--- src/rtl/tx_pkg.sv ---
// Shared types and constants for the fs/4 transmit burst generator:
// FSM states, phase codes and the carrier sign table.
package tx_pkg;

  localparam int DWIDTH_DEF   = 14;
  localparam int UNR_DEF      = 4;
  localparam int CNTWIDTH_DEF = 16;

  typedef enum logic [1:0] {
    ST_IDLE  = 2'd0,
    ST_DELAY = 2'd1,
    ST_BURST = 2'd2,
    ST_DONE  = 2'd3
  } state_t;

  localparam logic [1:0] PH_0   = 2'd0;
  localparam logic [1:0] PH_90  = 2'd1;
  localparam logic [1:0] PH_180 = 2'd2;
  localparam logic [1:0] PH_270 = 2'd3;

  localparam logic [1:0] CAR_ZERO = 2'd0;
  localparam logic [1:0] CAR_POS  = 2'd1;
  localparam logic [1:0] CAR_NEG  = 2'd2;

  // Entry i of one carrier period: [0, +A, 0, -A]
  localparam logic [3:0][1:0] CARRIER_TABLE = {CAR_NEG, CAR_ZERO, CAR_POS, CAR_ZERO};

  function automatic logic [1:0] carrier_code(input logic [1:0] idx);
    return CARRIER_TABLE[idx];
  endfunction

endpackage

--- src/rtl/tx_carrier_lanes.sv ---
// Combinational mapping of amplitude/phase to one fs/4 carrier period,
// lane 0 earliest; all lanes zero when disabled.
module tx_carrier_lanes
  import tx_pkg::*;
#(
  parameter int DWIDTH = DWIDTH_DEF,
  parameter int UNR    = UNR_DEF
) (
  input  logic [DWIDTH-2:0]          amp,
  input  logic [1:0]                 phase,
  input  logic                       en,
  output logic [UNR-1:0][DWIDTH-1:0] lanes
);

  logic [DWIDTH-1:0] pos_s;
  logic [DWIDTH-1:0] neg_s;

  // amp has its MSB cleared, so negation cannot overflow to the most negative code
  assign pos_s = {1'b0, amp};
  assign neg_s = (~pos_s) + {{(DWIDTH-1){1'b0}}, 1'b1};

  // Select +A, -A or 0 per lane from the table indexed by (k + phase) mod 4
  always_comb begin
    lanes = {(UNR*DWIDTH){1'b0}};
    for (int k = 0; k < UNR; k++) begin
      if (en) begin
        case (carrier_code(2'(k) + phase))
          CAR_POS:  lanes[k] = pos_s;
          CAR_NEG:  lanes[k] = neg_s;
          CAR_ZERO: lanes[k] = {DWIDTH{1'b0}};
          default:  lanes[k] = {DWIDTH{1'b0}};
        endcase
      end else begin
        lanes[k] = {DWIDTH{1'b0}};
      end
    end
  end

endmodule

--- src/rtl/tx_burst_gen.sv ---
// Gated fs/4 excitation burst generator: start/busy/done handshake with
// programmable pre-delay, length, amplitude and quadrature phase.
module tx_burst_gen
  import tx_pkg::*;
#(
  parameter int DWIDTH   = DWIDTH_DEF,
  parameter int UNR      = UNR_DEF,
  parameter int CNTWIDTH = CNTWIDTH_DEF
) (
  input  logic                       clk,
  input  logic                       reset,
  input  logic                       start,
  input  logic                       abort,
  input  logic [DWIDTH-2:0]          amp,
  input  logic [1:0]                 phase,
  input  logic [CNTWIDTH-1:0]        ndelay,
  input  logic [CNTWIDTH-1:0]        nburst,
  output logic [UNR-1:0][DWIDTH-1:0] dout,
  output logic                       dvalid,
  output logic                       busy,
  output logic                       done
);

  localparam logic [CNTWIDTH-1:0] CNT_ZERO = {CNTWIDTH{1'b0}};
  localparam logic [CNTWIDTH-1:0] CNT_ONE  = {{(CNTWIDTH-1){1'b0}}, 1'b1};

  state_t                     state_r, state_nx_s;
  logic [CNTWIDTH-1:0]        cnt_r, cnt_nx_s;
  logic [CNTWIDTH-1:0]        nburst_r, nburst_nx_s;
  logic [DWIDTH-2:0]          amp_r, amp_nx_s;
  logic [1:0]                 phase_r, phase_nx_s;
  logic [UNR-1:0][DWIDTH-1:0] lanes_s;

  // Outputs are registered from the next state, so the carrier is built from
  // the next-cycle latch values (the inputs themselves on the start edge).
  tx_carrier_lanes #(
    .DWIDTH (DWIDTH),
    .UNR    (UNR)
  ) u_lanes (
    .amp   (amp_nx_s),
    .phase (phase_nx_s),
    .en    (state_nx_s == ST_BURST),
    .lanes (lanes_s)
  );

  // Next-state, counter and parameter-latch logic
  always_comb begin
    state_nx_s  = state_r;
    cnt_nx_s    = cnt_r;
    nburst_nx_s = nburst_r;
    amp_nx_s    = amp_r;
    phase_nx_s  = phase_r;
    case (state_r)
      ST_IDLE: begin
        if (start) begin
          amp_nx_s    = amp;
          phase_nx_s  = phase;
          nburst_nx_s = nburst;
          if (ndelay != CNT_ZERO) begin
            state_nx_s = ST_DELAY;
            cnt_nx_s   = ndelay;
          end else if (nburst != CNT_ZERO) begin
            state_nx_s = ST_BURST;
            cnt_nx_s   = nburst;
          end else begin
            state_nx_s = ST_DONE;
            cnt_nx_s   = CNT_ZERO;
          end
        end else begin
          state_nx_s = ST_IDLE;
        end
      end
      ST_DELAY: begin
        if (abort) begin
          state_nx_s = ST_IDLE;
        end else if (cnt_r == CNT_ONE) begin
          if (nburst_r != CNT_ZERO) begin
            state_nx_s = ST_BURST;
            cnt_nx_s   = nburst_r;
          end else begin
            state_nx_s = ST_DONE;
            cnt_nx_s   = CNT_ZERO;
          end
        end else begin
          cnt_nx_s = cnt_r - CNT_ONE;
        end
      end
      ST_BURST: begin
        if (abort) begin
          state_nx_s = ST_IDLE;
        end else if (cnt_r == CNT_ONE) begin
          state_nx_s = ST_DONE;
          cnt_nx_s   = CNT_ZERO;
        end else begin
          cnt_nx_s = cnt_r - CNT_ONE;
        end
      end
      ST_DONE: begin
        state_nx_s = ST_IDLE;
      end
      default: begin
        state_nx_s = ST_IDLE;
      end
    endcase
  end

  // State, latches and registered outputs
  always_ff @(posedge clk) begin
    if (reset) begin
      state_r  <= ST_IDLE;
      cnt_r    <= CNT_ZERO;
      nburst_r <= CNT_ZERO;
      amp_r    <= {(DWIDTH-1){1'b0}};
      phase_r  <= 2'd0;
      dout     <= {(UNR*DWIDTH){1'b0}};
      dvalid   <= 1'b0;
      busy     <= 1'b0;
      done     <= 1'b0;
    end else begin
      state_r  <= state_nx_s;
      cnt_r    <= cnt_nx_s;
      nburst_r <= nburst_nx_s;
      amp_r    <= amp_nx_s;
      phase_r  <= phase_nx_s;
      dout     <= lanes_s;
      dvalid   <= (state_nx_s == ST_BURST);
      busy     <= (state_nx_s != ST_IDLE);
      done     <= (state_nx_s == ST_DONE);
    end
  end

endmodule

--- config.mk ---
export PLATFORM = sky130hd
export DESIGN_NAME = tx_burst_gen
export DESIGN_NICKNAME = d
export VERILOG_FILES = /design/src/rtl/tx_pkg.sv /design/src/rtl/tx_carrier_lanes.sv /design/src/rtl/tx_burst_gen.sv
export SDC_FILE = /design/constraint.sdc
export NUM_CORES = 1
export LEC_CHECK = 0
export BUFFER_PORTS_ARGS = -buffer_cell sky130_fd_sc_hd__buf_2
export CORE_ASPECT_RATIO = 1.75
export CORE_MARGIN = 2
export CORE_UTILIZATION = 54
export CTS_CLUSTER_SIZE = 14
export DETAILED_ROUTE_END_ITERATION = 10
export PLACE_DENSITY = 0.81
export SETUP_SLACK_MARGIN = 0.3
export SKIP_CTS_REPAIR_TIMING = 1
export SLEW_MARGIN = 0
export SYNTH_ARGS = -nofsm -noshare
export SYNTH_HDL_FRONTEND = slang
export SYNTH_SLANG_ARGS = --single-unit
--- constraint.sdc ---
create_clock -name clk -period 3.2 [get_ports clk]
set_clock_uncertainty 0.05 [all_clocks]
set_input_delay 0.64 -clock clk [delete_from_list [all_inputs] [get_ports clk]]
set_output_delay 0.64 -clock clk [all_outputs]
set_load 0.01 [all_outputs]
# ---- Yosys cells after proc, flatten, opt, wreduce, memory -nomap -nowiden
# Cells that the tools add are included.
dict set report totals {
  in_bits 51
  regBits 108
  word_cells 83
  output_inout_bits 59
}
dict set report op_classes {
  n_bitwise 2
  mux 34
  add_sub_neg 5
  n_reduce_logical 9
  n_eq_ne 17
  magnitude_cmp 4
}
# op n
set ops {}
lappend ops {{2-to-1 mux 16 bit} 8}
lappend ops {{case mux 14 bit (2 select lines)} 4}
lappend ops {{case mux 16 bit (3 select lines)} 1}
lappend ops {{nonzero test 16 bit} 3}
lappend ops {{2-to-1 mux 13 bit} 2}
lappend ops {{2-to-1 mux 2 bit} 12}
lappend ops {{binary-select mux 2 bit (select 2 bit)} 4}
lappend ops {{equality test 16 x 1 -> 1 bit, second input constant} 1}
lappend ops {{equality test 2 bit, second input constant} 8}
lappend ops {{subtractor 16 x 1 -> 16 bit, second input constant} 1}
lappend ops {{adder 14 x 1 -> 14 bit, second input constant} 1}
lappend ops {{inverter 13 -> 14 bit} 1}
lappend ops {{less-than comparator 2 x 3 -> 1 bit, second input constant} 4}
lappend ops {{equality test 2 x 1 -> 1 bit, second input constant} 5}
lappend ops {{case mux 2 bit (4 select lines)} 1}
lappend ops {{inequality test 2 bit, second input constant} 3}
lappend ops {{adder 2 bit, first input constant} 2}
lappend ops {{AND reduction 4 bit} 1}
lappend ops {{nonzero test 3 bit} 1}
lappend ops {{adder 1 x 2 -> 2 bit, first input constant} 1}
lappend ops {{zero test 2 bit} 1}
lappend ops {{2-to-1 mux 1 bit} 2}
lappend ops {{AND reduction 2 bit} 1}
lappend ops {{nonzero test 2 bit} 1}
lappend ops {{other kinds (2)} 2}

# ---- Longest topological paths before layout
# Gate-level depths: netlist of run 1.
dict set report logic_depth {
  depth_word 8
  ltp_mapped 12
}

# ---- By module
# From an unflattened synthesis of run 1, not the netlist that was laid out.
dict set report hier_totals {
  hier_cells 637
  area_unflattened_um2 5166.2
}
# mod area_per_inst_um2 instances cells_each seq_area_each_um2
set by_module_without_submodules {}
lappend by_module_without_submodules {tx_burst_gen 4362.9 1 498 2162.1}
lappend by_module_without_submodules {tx_carrier_lanes 803.3 1 139 0.0}

# ---- Least setup slack after synthesis of run 1
# Ideal clock, no wire load.
dict set report synth_timing {
  path_type {input to register}
  start {input port start}
  end {register dout[24] in the netlist's numbering}
  path_buffers 3
  setup_time_ns 0.133
  cell_stages 10
  arrival_ns 2.610
  slack_ns 0.406
  required_ns 3.017
  path_cell_list {and2_1 -> buf_4 -> buf_4 -> buf_2 -> mux2i_1 -> ha_1 -> o21ai_1 -> o41ai_1 -> xnor2_1 -> nor3_1}
}
dict set report synth_between {
  elab_chain_cells 7
  elab_cells_between_ends 17
  classes_between {add/sub (2); eq/ne (3); mux (9); bitwise (2); reduce/logical (1)}
}
# item line_no
set synth_rtl {}
lappend synth_rtl {{from (decl)} tx_burst_gen.sv:12} ;# input logic start,
lappend synth_rtl {{2-to-1 mux 2 bit} tx_burst_gen.sv:55} ;# if (start) begin
lappend synth_rtl {{2-to-1 mux 2 bit} tx_burst_gen.sv:53} ;# case (state_r)
lappend synth_rtl {{adder 1 x 2 -> 2 bit} tx_carrier_lanes.sv:27} ;# case (carrier_code(2'(k) + phase))
lappend synth_rtl {{binary-select mux 2 bit (select 2 bit)} tx_pkg.sv:29} ;# return CARRIER_TABLE[idx];
lappend synth_rtl {{2-to-1 mux 2 bit (not written as such)} tx_pkg.sv:29}
lappend synth_rtl {{equality test 2 bit / equality test 2 x 1 -> 1 bit (equally long branches)} tx_carrier_lanes.sv:27}
lappend synth_rtl {{case mux 14 bit (2 select lines)} tx_carrier_lanes.sv:27}
lappend synth_rtl {{to (signal assigned)} tx_burst_gen.sv:115} ;# dout <= {(UNR*DWIDTH){1'b0}};
lappend synth_rtl {{to (signal assigned)} tx_burst_gen.sv:125} ;# dout <= lanes_s;
lappend synth_rtl {{to (decl)} tx_burst_gen.sv:18} ;# output logic [UNR-1:0][DWIDTH-1:0] dout,
# Several ways; a longest one is shown, not always the timed one. The select of a mux whose other input is x is not followed.
# A chain may end at the register's enable or synchronous reset.

# ---- Final worst setup path of run 1
dict set report layout_timing {
  start {register state_r[0]}
  end {register dout[40] in the netlist's numbering}
}
dict set report layout_between {
  elab_chain_cells 7
  elab_cells_between_ends 22
  classes_between {add/sub (2); eq/ne (6); mux (10); bitwise (2); reduce/logical (2)}
}
# item line_no
set layout_rtl {}
lappend layout_rtl {{from (decl)} tx_burst_gen.sv:27} ;# state_t state_r, state_nx_s;
lappend layout_rtl {{from (signal assigned)} tx_burst_gen.sv:120} ;# state_r <= state_nx_s;
lappend layout_rtl {{zero test 2 bit} tx_burst_gen.sv:53}
lappend layout_rtl {{2-to-1 mux 2 bit} tx_burst_gen.sv:53}
lappend layout_rtl {{adder 2 bit} tx_carrier_lanes.sv:27}
lappend layout_rtl {{binary-select mux 2 bit (select 2 bit)} tx_pkg.sv:29}
lappend layout_rtl {{2-to-1 mux 2 bit (not written as such)} tx_pkg.sv:29}
lappend layout_rtl {{equality test 2 bit / equality test 2 x 1 -> 1 bit (equally long branches)} tx_carrier_lanes.sv:27}
lappend layout_rtl {{case mux 14 bit (2 select lines)} tx_carrier_lanes.sv:27}
# Several ways; a longest one is shown, not always the timed one. The select of a mux whose other input is x is not followed.

==> flow_results.org, run 1 <==
** Placement
- The congestion estimate from routability-driven global placement came to 0.976.
- Worst-case setup slack after placement :: 315 ps
- Summed over all nets, the half-perimeter wirelength after detailed placement is 11100 µm.
- Number of I/O port buffers :: 109

** Synth
- Synthesized flop and latch total :: 106
- The netlist uses 68 different library cells.
- By count the netlist is led by sky130_fd_sc_hd__dfxtp_1, sky130_fd_sc_hd__nand2_1, sky130_fd_sc_hd__nor3_1, sky130_fd_sc_hd__nor2_1, sky130_fd_sc_hd__xnor2_1.
- Sorting the synthesized cells by area gives the leading types as sky130_fd_sc_hd__dfxtp_1, sky130_fd_sc_hd__nor3_1, sky130_fd_sc_hd__xnor2_1.
- The cell count after synthesis came out at 538.
- The number of nets in the synthesized netlist is 596.
- The top cell type by area accounts for 43.1% of the synthesized area.
- Mean instance size in the synthesized netlist :: 9.14 µm²
- Part of the Yosys area used for sequential elements :: 43.1%
- The synthesized design spends more area on one cell type than any other, namely sky130_fd_sc_hd__dfxtp_1.
- For this run, asynchronously set or reset flops after synthesis account for 0%.
- Post-synth EDFFs :: 0
- In the synthesized netlist the dominant register cell turns out to be sky130_fd_sc_hd__dfxtp_1.
- The most common cell in the synthesized netlist is sky130_fd_sc_hd__dfxtp_1.
- Synthesized cell area :: 4920 µm²
- Yosys printed 0 warnings.

** Timing
- Transition at the pin with the smallest max-transition slack :: 768 ps
- Slack of the critical path :: 416 ps
- Setup Viol. Count Final :: 0
- Setup total negative slack on the finished layout was measured at 0 ps.
- Final Max Tran Viols :: 0
- Final count of hold timing violations :: 0
- RSZ-0062 raised after global routing :: yes
- Shortest period the worst path allows :: 2780 ps
- In this run the tightest slew margin relative to its limit is 48.3%.
- Based on the critical path, the design can be clocked at up to 0.359 GHz.
- Smallest hold slack :: 425 ps
- The final critical path takes up 87.0% of the cycle.

** Min path
- Worst hold path depth :: 2
- The worst hold path begins at nburst_r[1].
- The path class of the tightest hold or removal check is register to register.
- The worst hold path terminates at nburst_r[1].

** Routing
- After detailed routing, the number of vias per cell comes to 6.12.
- The first detailed-routing pass ran for 4 iterations.
- Residual DRC :: 0
- The detailed router finished its first iteration with 266 violations.
- Routed wire length per instance :: 19.1 µm
- Summing over every cut layer, the via total after detailed routing is 4657.
- Routed wire length :: 14500 µm
- The detail route stage leaves a number of antenna-violating nets equal to 0.

** Global route
- The number of global-route vias before repair is 4751.
- The initial antenna violation count was 0.
- Entering global routing, the biggest net connects 44 pins.
- The first global-routing pass estimated 23000 µm of wire.
- Remaining global-route overflow :: 0
- Global routing used 29.5% of the available tracks.

** Setup path
- Worst reg2reg path depth :: 9
- For the worst setup path, the data arrival time is 2960 ps.
- Worst Path Class, Setup :: register to register
- Critical path fanouts, max :: 15
- For flop-to-flop paths, the worst setup slack is 420 ps.
- RR Startpoint :: state_r[0]
- Data on the critical path is required at its endpoint by 3370 ps.
- The worst setup path is captured at a register.
- The worst register-to-register path ends at dout[40].
- Startpoint of the worst setup timing path :: state_r[0]
- STA classifies the critical path startpoint as a register.

** Floorplanning
- Full die area :: 9920 µm²
- The initial utilization of the core area, before any placement, comes to 54.8%.
- FP Rows :: 46
- I/O pin count :: 110
- Total core area :: 8980 µm²
- The die is 130 µm tall.
- Measured along the x axis, the die boundary spans 76.2 µm.

** Cells and area
- Post-layout nets :: 694
- Share of final-layout standard cells stronger than drive strength 1 :: 26.7%
- Ant. Diodes :: 0
- Utilization after layout :: 65.0%
- From synthesis to final layout, the design area changed by 18.7%.

** Outcome
- The run finished with clean final reports.

** CTS
- TritonCTS Sinks :: 106
- For the worst-skew pair, the clock arrives at the later sink with an insertion delay of 350 ps.
- TritonCTS clock tree :: done
- Buffers inserted during clock tree synthesis total 9.
- Clock Tree Root :: sky130_fd_sc_hd__clkbuf_16
- The clock passes through at most 2 buffers.
- Clock-pin transition on the worst setup and hold timing paths :: 80 ps
- In this run the number of H-tree levels came out at 3.

** Power
- Summed over all cells, the static leakage comes to 2.39 nW.
- In this run the power density over the cells is 527 nW/µm².
- VDD sags by at most 0.000434 V.
- Power Total :: 3.08 mW

** Run
- Maxcap violations :: 0
cell usage in the layout, fill, tap and decap left out, drive strengths merged, types with 13 or more instances in the layout:
| cell type | instances |
|---|---|
| buf | 123 |
| dfxtp | 106 |
| o21ai | 16 |
| nand4 | 13 |
| nor3 | 49 |
| nor2 | 45 |
| a21oi | 19 |
| xnor2 | 23 |
| mux2i | 13 |
| nand2 | 48 |
| nor4 | 23 |
| inv | 19 |
cell type report:
class | instances | area, µm²
timing repair buffer | 123 | 663
clock buffer | 9 | 225
tap | 120 | 150
sequential | 106 | 2120
clock inverter | 7 | 70.1
inverter | 16 | 60.1
multi-input combinational | 380 | 2550
fill | 792 | 3140
worst max-delay path by stage:
| stage | slack [ps] | to | cells after the start |
|---|---|---|---|
| floorplan | 410 | dout[24] | 10 |
| global placement | 410 | dout[40] | 9 |
| detailed placement | 310 | dout[40] | 9 |
| CTS | 370 | dout[40] | 10 |
| global route | 240 | dout[40] | 9 |
| finish | 420 | dout[40] | 9 |
sequential cells by signal (all words and copies together), names as in the netlist:
name / count
amp_r: 13
dout: 54
done: 1
busy: 1
dvalid: 1
state_r: 2
cnt_r: 16
nburst_r: 16
phase_r: 2
metal layers:
layer	up-vias	global-route usage (%)	routed length [µm]
li1	2178	-	-
met1	2220	28.7	5040
met2	202	57.8	8030
met3	57	4.50	686
met4	0	18.8	777
met5	-	0	0
cell families (layout without fill, tap and decap cells):
kind of cell	count (synthesis)	after routing	synth area share, %
DFF	106	106	43.1
muxes	21	21	4.48
buffers and inverters	52	155	5.32
and+or+nand+nor	211	211	23.1
adders and majority gates	7	7	1.78
xor gates and xnor gates	29	29	5.16
AOI/OAI and AO/OA	112	112	17.0
metrics by stage:
| step | cell area, µm² | instances |
|---|---|---|
| 2_1_floorplan | 4920 | 538 |
| 5_1_grt | 5840 | 761 |
| 3_5_place_dp | 5540 | 745 |
| 6_report | 5840 | 761 |
| 4_1_cts | 5830 | 761 |
| 3_3_place_gp | 5540 | 745 |
where the power goes:
group | internal [mW] | switching (mW)
logic | 0.222 | 0.354
registers | 1.36 | 0.0510
clock network | 0.550 | 0.540
total | 2.13 | 0.944
worst max-delay path: stages, from the launching register on:
cell and delay (ps):
sky130_fd_sc_hd__dfxtp_1 380, sky130_fd_sc_hd__inv_1 100, sky130_fd_sc_hd__ha_1 230, sky130_fd_sc_hd__buf_4 190
sky130_fd_sc_hd__a211oi_1 500, sky130_fd_sc_hd__o221ai_1 170, sky130_fd_sc_hd__buf_4 220, sky130_fd_sc_hd__nor4_2 350
sky130_fd_sc_hd__nor3_1 130, sky130_fd_sc_hd__nor4_1 310
Note: power is estimated with default switching activity, not from simulation.
==> run 2: changes to the inputs <==
CORE_MARGIN = not set   (was 2)
GPL_TIMING_DRIVEN = 0   (was not set)
==> flow_results.org, run 2 (same netlist as run 1, synthesis figures left out) <==
** Cells and area
- Commonest non-fill, non-tap cell in the layout :: sky130_fd_sc_hd__buf_2 (unchanged)
- Commonest cells after routing, fill and taps aside: sky130_fd_sc_hd__buf_2, sky130_fd_sc_hd__dfxtp_1, sky130_fd_sc_hd__nand2_1 (unchanged).
- Number of fill cells :: 724 (was 792)
- The flip-flop count of the largest register after layout is 54 (unchanged).
- Share of final-layout standard cells stronger than drive strength 1 :: 27.1% (was 26.7%)
- Largest registers: dout (54), cnt_r (16), nburst_r (16) (unchanged).
- The register with the most flip-flops is dout (unchanged).
- The net count reported at finish is 716 (was 694).
- The utilization of the core after routing was 68.5% (was 65.0%).
- Area growth from synthesis to final layout :: 22.3% (was 18.7%)
- The number of cells in the finished layout apart from fillers was 780 (was 761).
- Final design instance area without fill :: 6020 µm² (was 5840 µm²)
- The number of antenna repair diodes was 0 (unchanged).

** Routing
- Initial DRC Count :: 208 (was 266)
- The first-pass iteration count of the detailed router is 5 (was 4).
- Routed wire length per instance :: 19.0 µm (was 19.1 µm)
- Residual DRC :: 0 (unchanged)
- The post-detailed-route count of antenna-violating nets is 0 (unchanged).
- Via/cell ratio :: 6.01 (was 6.12)
- The via count is 4691 (was 4657).
- Routed wire length :: 14800 µm (was 14500 µm)

** Power
- The leakage power is 2.45 nW (was 2.39 nW).
- Net Switching :: 921 µW (was 944 µW)
- The switching fraction of total power came to 29.4% (was 30.7%).
- The share of total power in combinational logic was 19.7% (was 18.7%).
- Peak ir drop on the vdd network :: 0.000401 V (was 0.000434 V)
- The portion of total power attributed to the clock network is 35.2% (was 35.4%).
- Power per cell area :: 520 nW/µm² (was 527 nW/µm²)
- Portion of total power attributed to sequential cells :: 45.1% (was 45.9%)
- The sum of internal, switching and leakage power was 3.13 mW (was 3.08 mW).
- Internal Dissipation :: 2.21 mW (was 2.13 mW)

** Placement
- The minimum setup slack after placement is -383 ps (was 315 ps).
- The post-placement cell area is 5610 µm² (was 5540 µm²).
- Number of I/O port buffers :: 108 (was 109)
- Detailed placement HPWL :: 11500 µm (was 11100 µm)
- The final weighted congestion in routability-driven placement is 0.992 (was 0.976).
- # placed instances :: 763 (was 745)

** Global route
- The number of global-route vias before repair came to 4738 (was 4751).
- Maximum number of pins on one net before global-route repair :: 18 (was 44)
- Global-route wire length before repair :: 22800 µm (was 23000 µm)
- The overflow left after global routing was 0 (unchanged).
- The aggregate global-route resource usage was 32.4% (was 29.5%).
- The initial antenna violation count was 0 (unchanged).

** Run
- The number of maximum-capacitance violations was 0 (unchanged).

** CTS
- The clock-pin slew on the worst setup and hold paths was 70 ps (was 80 ps).
- The clock latency on the worst-skew pair came to 350 ps (about the same).
- Bufs on Longest Clock Path :: 2 (unchanged)
- The CTS tree is done (unchanged).
- The number of levels the H-tree was split into is 3 (unchanged).
- The root buffer cell is sky130_fd_sc_hd__clkbuf_16 (unchanged).
- The number of sinks driven by the clock tree came to 106 (unchanged).
- Number of buffers added by the clock tree synthesis step :: 9 (unchanged)

** Timing
- Transition at the pin with the smallest max-transition slack :: 1030 ps (was 768 ps)
- Final-layout setup total negative slack :: 0 ps (unchanged)
- Slack of the critical path :: 398 ps (was 416 ps)
- The final critical delay including setup and external delays is 2800 ps (was 2780 ps).
- Worst rel slew slack :: 31.0% (was 48.3%)
- RSZ-0062 raised after global routing: yes (unchanged).
- The worst hold-check slack came to 424 ps (was 425 ps).
- Maximum clock frequency :: 0.357 GHz (was 0.359 GHz)
- Final Cycle Share :: 87.6% (was 87.0%)
- Final count of hold timing violations :: 0 (unchanged)
- Setup Viol. Count Final :: 0 (unchanged)
- The final number of max-transition violations came to 0 (unchanged).

** Setup path
- The data required time of the critical path was 3400 ps (was 3370 ps).
- The delay of the slowest cell on the worst path is 360 ps (was 500 ps).
- The kind of cell adding the most delay to the critical path was simple AND/OR/NAND/NOR gates (unchanged).
- Ordered list of cells on the worst path :: inv_1 > ha_4 > and2_1 > buf_4 > buf_8 > mux2_2 > inv_1 > ha_4 > o21ai_2 > nor4_1 > nor3_1 > nor4_1 (was inv_1 > ha_1 > buf_4 > a211oi_1 > o221ai_1 > buf_4 > nor4_2 > nor3_1 > nor4_1)
- Nature of the critical path startpoint :: register (unchanged)
- The maximum fanout along the worst path was 10 (was 15).
- The capturing element type of the critical path is a register (unchanged).
- Worst Path Class, Setup :: register to register (unchanged)
- The standard cell with the maximum stage delay on the critical path is sky130_fd_sc_hd__mux2_2 (was sky130_fd_sc_hd__a211oi_1).
- Buffers and inverters on the worst path :: 4 (was 3)
- The arrival time of the worst setup path was 3000 ps (was 2960 ps).

** Floorplanning
- DIE HEIGHT :: 128 µm (was 130 µm)
- Die X-Extent :: 74.2 µm (was 76.2 µm)
- The initial standard-cell utilization of the core is 56.0% (was 54.8%).
- The placeable core region is 8780 µm² (was 8980 µm²).
- Full die area :: 9510 µm² (was 9920 µm²)
- I/O pin count :: 110 (unchanged)
- The number of core rows was 45 (was 46).

** Min path
- The class of the most critical hold timing path is register to register (unchanged).

** Outcome
- Status: finished, final reports clean (unchanged).
[run 2: cell count changes in the layout (fill, tap and decap cells not counted), sizes merged]
cell and change:
inv -3, clkinv +2, clkbuf +21, clkinvlp -1, buf +2, bufinv +1
[run 2: metal layers]
layer | GRT usage (%) | part of all wire [%] | vias to the layer above
li1 | - | - | 2239
met1 | 31.5 | 34 | 2198
met2 | 58.4 | 54 | 197
met3 | 6.13 | 4.8 | 57
met4 | 23.8 | 7.0 | 0
met5 | 0 | 0 | -
[run 2: final timing paths]
path / start / slack (ps) / depth (start not counted) / to
hold reg to reg: nburst_r[4] / 420 / 2 / nburst_r[4]
setup reg to reg: state_r[1] / 400 / 12 / dout[40]
hold / removal: nburst_r[4] / 420 / 2 / nburst_r[4]
setup / recovery: state_r[1] / 400 / 12 / dout[40]
[run 2: worst register-to-register path: cells and delay by family (launching register included)]
family	cells	cell delay, ps
AND/OR/NAND/NOR	4	790
AO/OA/AOI/OAI	1	150
adder cells (fa/ha/maj)	2	380
flip-flops	1	330
buffers and inverters	4	660
multiplexers	1	360
[run 2: layout make-up]
cell class / count / area [µm²] / share of cell area [%]
Buffer: 36 / 216 / 3.60
Clock buffer: 10 / 229 / 3.80
Clock inverter: 6 / 66.3 / 1.10
Inverter: 16 / 60.1 / 0.998
Multi-Input combinational cell: 380 / 2630 / 43.7
Sequential cell: 106 / 2120 / 35.3
Tap cell: 117 / 146 / 2.43
Timing Repair Buffer: 109 / 548 / 9.11
[run 2: power by group through the flow]
stage | clock, mW | combinational [mW] | sequential [mW]
detailed placement | 0 | 0.573 | 1.44
floorplan | 0 | 0.401 | 1.43
global route | 1.17 | 0.660 | 1.42
global placement | 0 | 0.560 | 1.44
finish | 1.10 | 0.617 | 1.41
CTS | 1.12 | 0.579 | 1.41
==> run 3: changes to the inputs <==
BUFFER_PORTS_ARGS = not set   (was -buffer_cell sky130_fd_sc_hd__buf_2)
CORE_UTILIZATION = 60   (was 54)
DONT_BUFFER_PORTS = 1   (was not set)
PLACE_DENSITY = 0.77   (was 0.81)
==> flow_results.org, run 3 (same netlist as run 1, synthesis figures left out) <==
** Placement
- Weighted congestion reported at the end of routability-driven placement :: 0.972 (was 0.992)
- Detailed placement HPWL :: 10900 µm (was 11500 µm)
- The count of buffers inserted at the top-level ports came to 0 (was 108).
- Worst-case setup slack after placement :: -205 ps (was -383 ps)
- The total instance count after detailed placement is 628 (was 763).
- The post-placement cell area was 5030 µm² (was 5610 µm²).

** Power
- Clock network fraction of total power :: 35.9% (was 35.2%)
- Power Total :: 3.10 mW (was 3.13 mW)
- Power per cell area :: 565 nW/µm² (was 520 nW/µm²)
- The leakage power is 1.94 nW (was 2.45 nW).
- The internal portion of total power is 2.15 mW (was 2.21 mW).
- The share of total power in sequential cells is 45.5% (was 45.1%).
- Share of power burned in combinational logic :: 18.6% (was 19.7%)
- The peak ir drop on the vdd network came to 0.000442 V (was 0.000401 V).
- The switching fraction of total power came to 30.6% (was 29.4%).
- Net Switching :: 951 µW (was 921 µW)

** CTS
- Bufs on Longest Clock Path :: 2 (unchanged)
- Clock insertion delay at the later pin of the skew report :: 350 ps (about the same)
- Clock-pin transition on the worst setup and hold timing paths :: 80 ps (was 70 ps)
- Clock Tree Root :: sky130_fd_sc_hd__clkbuf_16 (unchanged)
- The CTS tree is done (unchanged).
- The TritonCTS buffer count is 9 (unchanged).
- The number of levels the H-tree was split into is 3 (unchanged).
- The number of sinks driven by the clock tree came to 106 (unchanged).

** Routing
- Drt pass-1 iters :: 5 (unchanged)
- The final routed wire length divided by cell count came to 22.5 µm (was 19.0 µm).
- Routed via count :: 4324 (was 4691)
- The DRC marker count from the first detailed-route iteration came to 318 (was 208).
- The post-detailed-route count of antenna-violating nets was 0 (unchanged).
- The mean number of vias per cell is 6.69 (was 6.01).
- Routed wire length :: 14500 µm (was 14800 µm)
- Residual DRC :: 0 (unchanged)

** Floorplanning
- The full die area came to 8580 µm² (was 9510 µm²).
- The die extent in x is 70.5 µm (was 74.2 µm).
- Total core area :: 7910 µm² (was 8780 µm²)
- I/O pin count :: 110 (unchanged)
- FP Rows :: 43 (was 45)
- Effective utilization at floorplan :: 62.2% (was 56.0%)
- DIE HEIGHT :: 122 µm (was 128 µm)

** Timing
- Shortest period the worst path allows :: 2790 ps (was 2800 ps)
- The relative slew slack came to 38.3% (was 31.0%).
- The worst path setup slack after routing came to 414 ps (was 398 ps).
- Setup Viol. Count Final :: 0 (unchanged)
- Final Cycle Share :: 87.0% (was 87.6%)
- Smallest hold slack :: 369 ps (was 424 ps)
- The slew of the pin with the lowest slew margin is 918 ps (was 1030 ps).
- The total count of hold-check failures in the final report is 0 (unchanged).
- RSZ-0062 raised after global routing: yes (unchanged).
- Final-layout setup total negative slack :: 0 ps (unchanged)
- The achievable frequency is 0.359 GHz (was 0.357 GHz).
- Final Max Tran Viols :: 0 (unchanged)

** Global route
- The overflow left after global routing was 0 (unchanged).
- Antenna violations before repair :: 0 (unchanged)
- The wire length of the first global-routing pass came to 21900 µm (was 22800 µm).
- The pin count of the biggest net entering global routing came to 21 (was 18).
- Vias in the first global route :: 4325 (was 4738)
- Total routing resource utilization after global routing :: 33.8% (was 32.4%)

** Cells and area
- The flip-flop count of the largest register after layout came to 54 (unchanged).
- Largest registers: dout (54), cnt_r (16), nburst_r (16) (unchanged).
- Post-layout nets :: 609 (was 716)
- Non-filler instance count after layout :: 646 (was 780)
- Ant. Diodes :: 0 (unchanged)
- The share of post-route cells with drive strength above 1 is 13.3% (was 27.1%).
- The synthesis-to-layout area growth came to 11.6% (was 22.3%).
- Commonest cells after routing, fill and taps aside :: sky130_fd_sc_hd__dfxtp_1, sky130_fd_sc_hd__nand2_1, sky130_fd_sc_hd__nor3_1 (was sky130_fd_sc_hd__buf_2, sky130_fd_sc_hd__dfxtp_1, sky130_fd_sc_hd__nand2_1)
- Utilization after layout :: 69.4% (was 68.5%)
- The most frequent standard cell in the layout excluding fill and tap cells is sky130_fd_sc_hd__dfxtp_1 (was sky130_fd_sc_hd__buf_2).
- Largest Register :: dout (unchanged)
- Final design instance area without fill :: 5490 µm² (was 6020 µm²)
- The number of inserted filler cells in the final layout is 613 (was 724).

** Outcome
- Status: finished, final reports clean (unchanged).

** Setup path
- The delay of the slowest cell on the worst path is 340 ps (was 360 ps).
- Worst reg2reg path depth :: 13 (was 12)
- Ordered list of cells on the worst path: inv_1 > ha_4 > and2_1 > buf_4 > buf_12 > buf_6 > mux2i_4 > ha_4 > o21ai_4 > nor4_4 > buf_4 > o21a_1 > nor4_1 (was inv_1 > ha_4 > and2_1 > buf_4 > buf_8 > mux2_2 > inv_1 > ha_4 > o21ai_2 > nor4_1 > nor3_1 > nor4_1).
- Critical path fanouts, max :: 10 (unchanged)
- The startpoint-to-endpoint class of the critical path is register to register (unchanged).
- Nature of the critical path startpoint :: register (unchanged)
- The arrival time of the worst setup path was 2950 ps (was 3000 ps).
- The reg-to-reg endpoint is dout[40] (unchanged).
- The internal reg-to-reg setup slack was 410 ps (was 400 ps).
- Worst-path cell with the longest stage delay :: sky130_fd_sc_hd__dfxtp_1 (was sky130_fd_sc_hd__mux2_2)
- RR Startpoint :: state_r[1] (unchanged)
- The data required time of the critical path is 3360 ps (was 3400 ps).
- The capturing element type of the critical path is a register (unchanged).

** Min path
- The class of the most critical hold timing path is input port to register (was register to register).
- The worst-case hold path end point was nburst_r[6] (was nburst_r[4]).
- The startpoint of the lowest-slack hold path is nburst[6] (was nburst_r[4]).
- Worst hold path depth :: 2 (unchanged)

** Run
- Maxcap violations :: 0 (unchanged)
run 3: cell types whose count changed in the layout (fill, tap and decap cells not counted), sizes merged:
cell    previous run  this run
buf              125        18
inv               16        18
bufinv             1         0
clkinv             5         4
run 3: worst max path at each step:
stage                     startpoint       end  slack, ps  cells past startpoint
after global routing      state_r[1]  dout[40]        270                     12
after global placement    state_r[0]  dout[38]       -150                     12
final                     state_r[1]  dout[40]        410                     13
after floorplan                start  dout[24]        410                     10
after detailed placement  state_r[0]  dout[38]       -210                     12
after CTS                 state_r[0]  dout[26]       -210                     12
run 3: final cells by class:
| class | count | area, µm² | area share (%) |
|---|---|---|---|
| buffer | 36 | 220 | 4.01 |
| clock buffer | 10 | 239 | 4.35 |
| clock inverter | 6 | 67.6 | 1.23 |
| inverter | 16 | 60.1 | 1.09 |
| multi-input combinational | 380 | 2650 | 48.3 |
| sequential | 106 | 2120 | 38.7 |
| tap | 90 | 113 | 2.05 |
| timing repair buffer | 2 | 15.0 | 0.274 |
run 3: critical path: cells and delay by family, from the launching register on:
kind / cells / cell delay (ps)
simple gates: 3 / 500
buf+inv: 5 / 830
fa+ha+maj: 2 / 390
flops: 1 / 340
compound gates: 2 / 250
mux: 1 / 280
run 3: layer usage:
metal | share of wire, % | up-vias | global-route usage (%)
li1 | - | 2028 | -
met3 | 6.0 | 66 | 8.77
met2 | 54 | 203 | 62.4
met4 | 7.2 | 0 | 23.8
met5 | 0 | - | 0
met1 | 33 | 2027 | 31.6
run 3: power groups by stage:
stage | Sequential (mW) | Clock [mW] | Combinational [mW]
detailed placement | 1.44 | 0 | 0.526
finish | 1.41 | 1.12 | 0.577
CTS | 1.41 | 1.12 | 0.531
global placement | 1.44 | 0 | 0.516
global route | 1.42 | 1.17 | 0.619
floorplan | 1.43 | 0 | 0.401
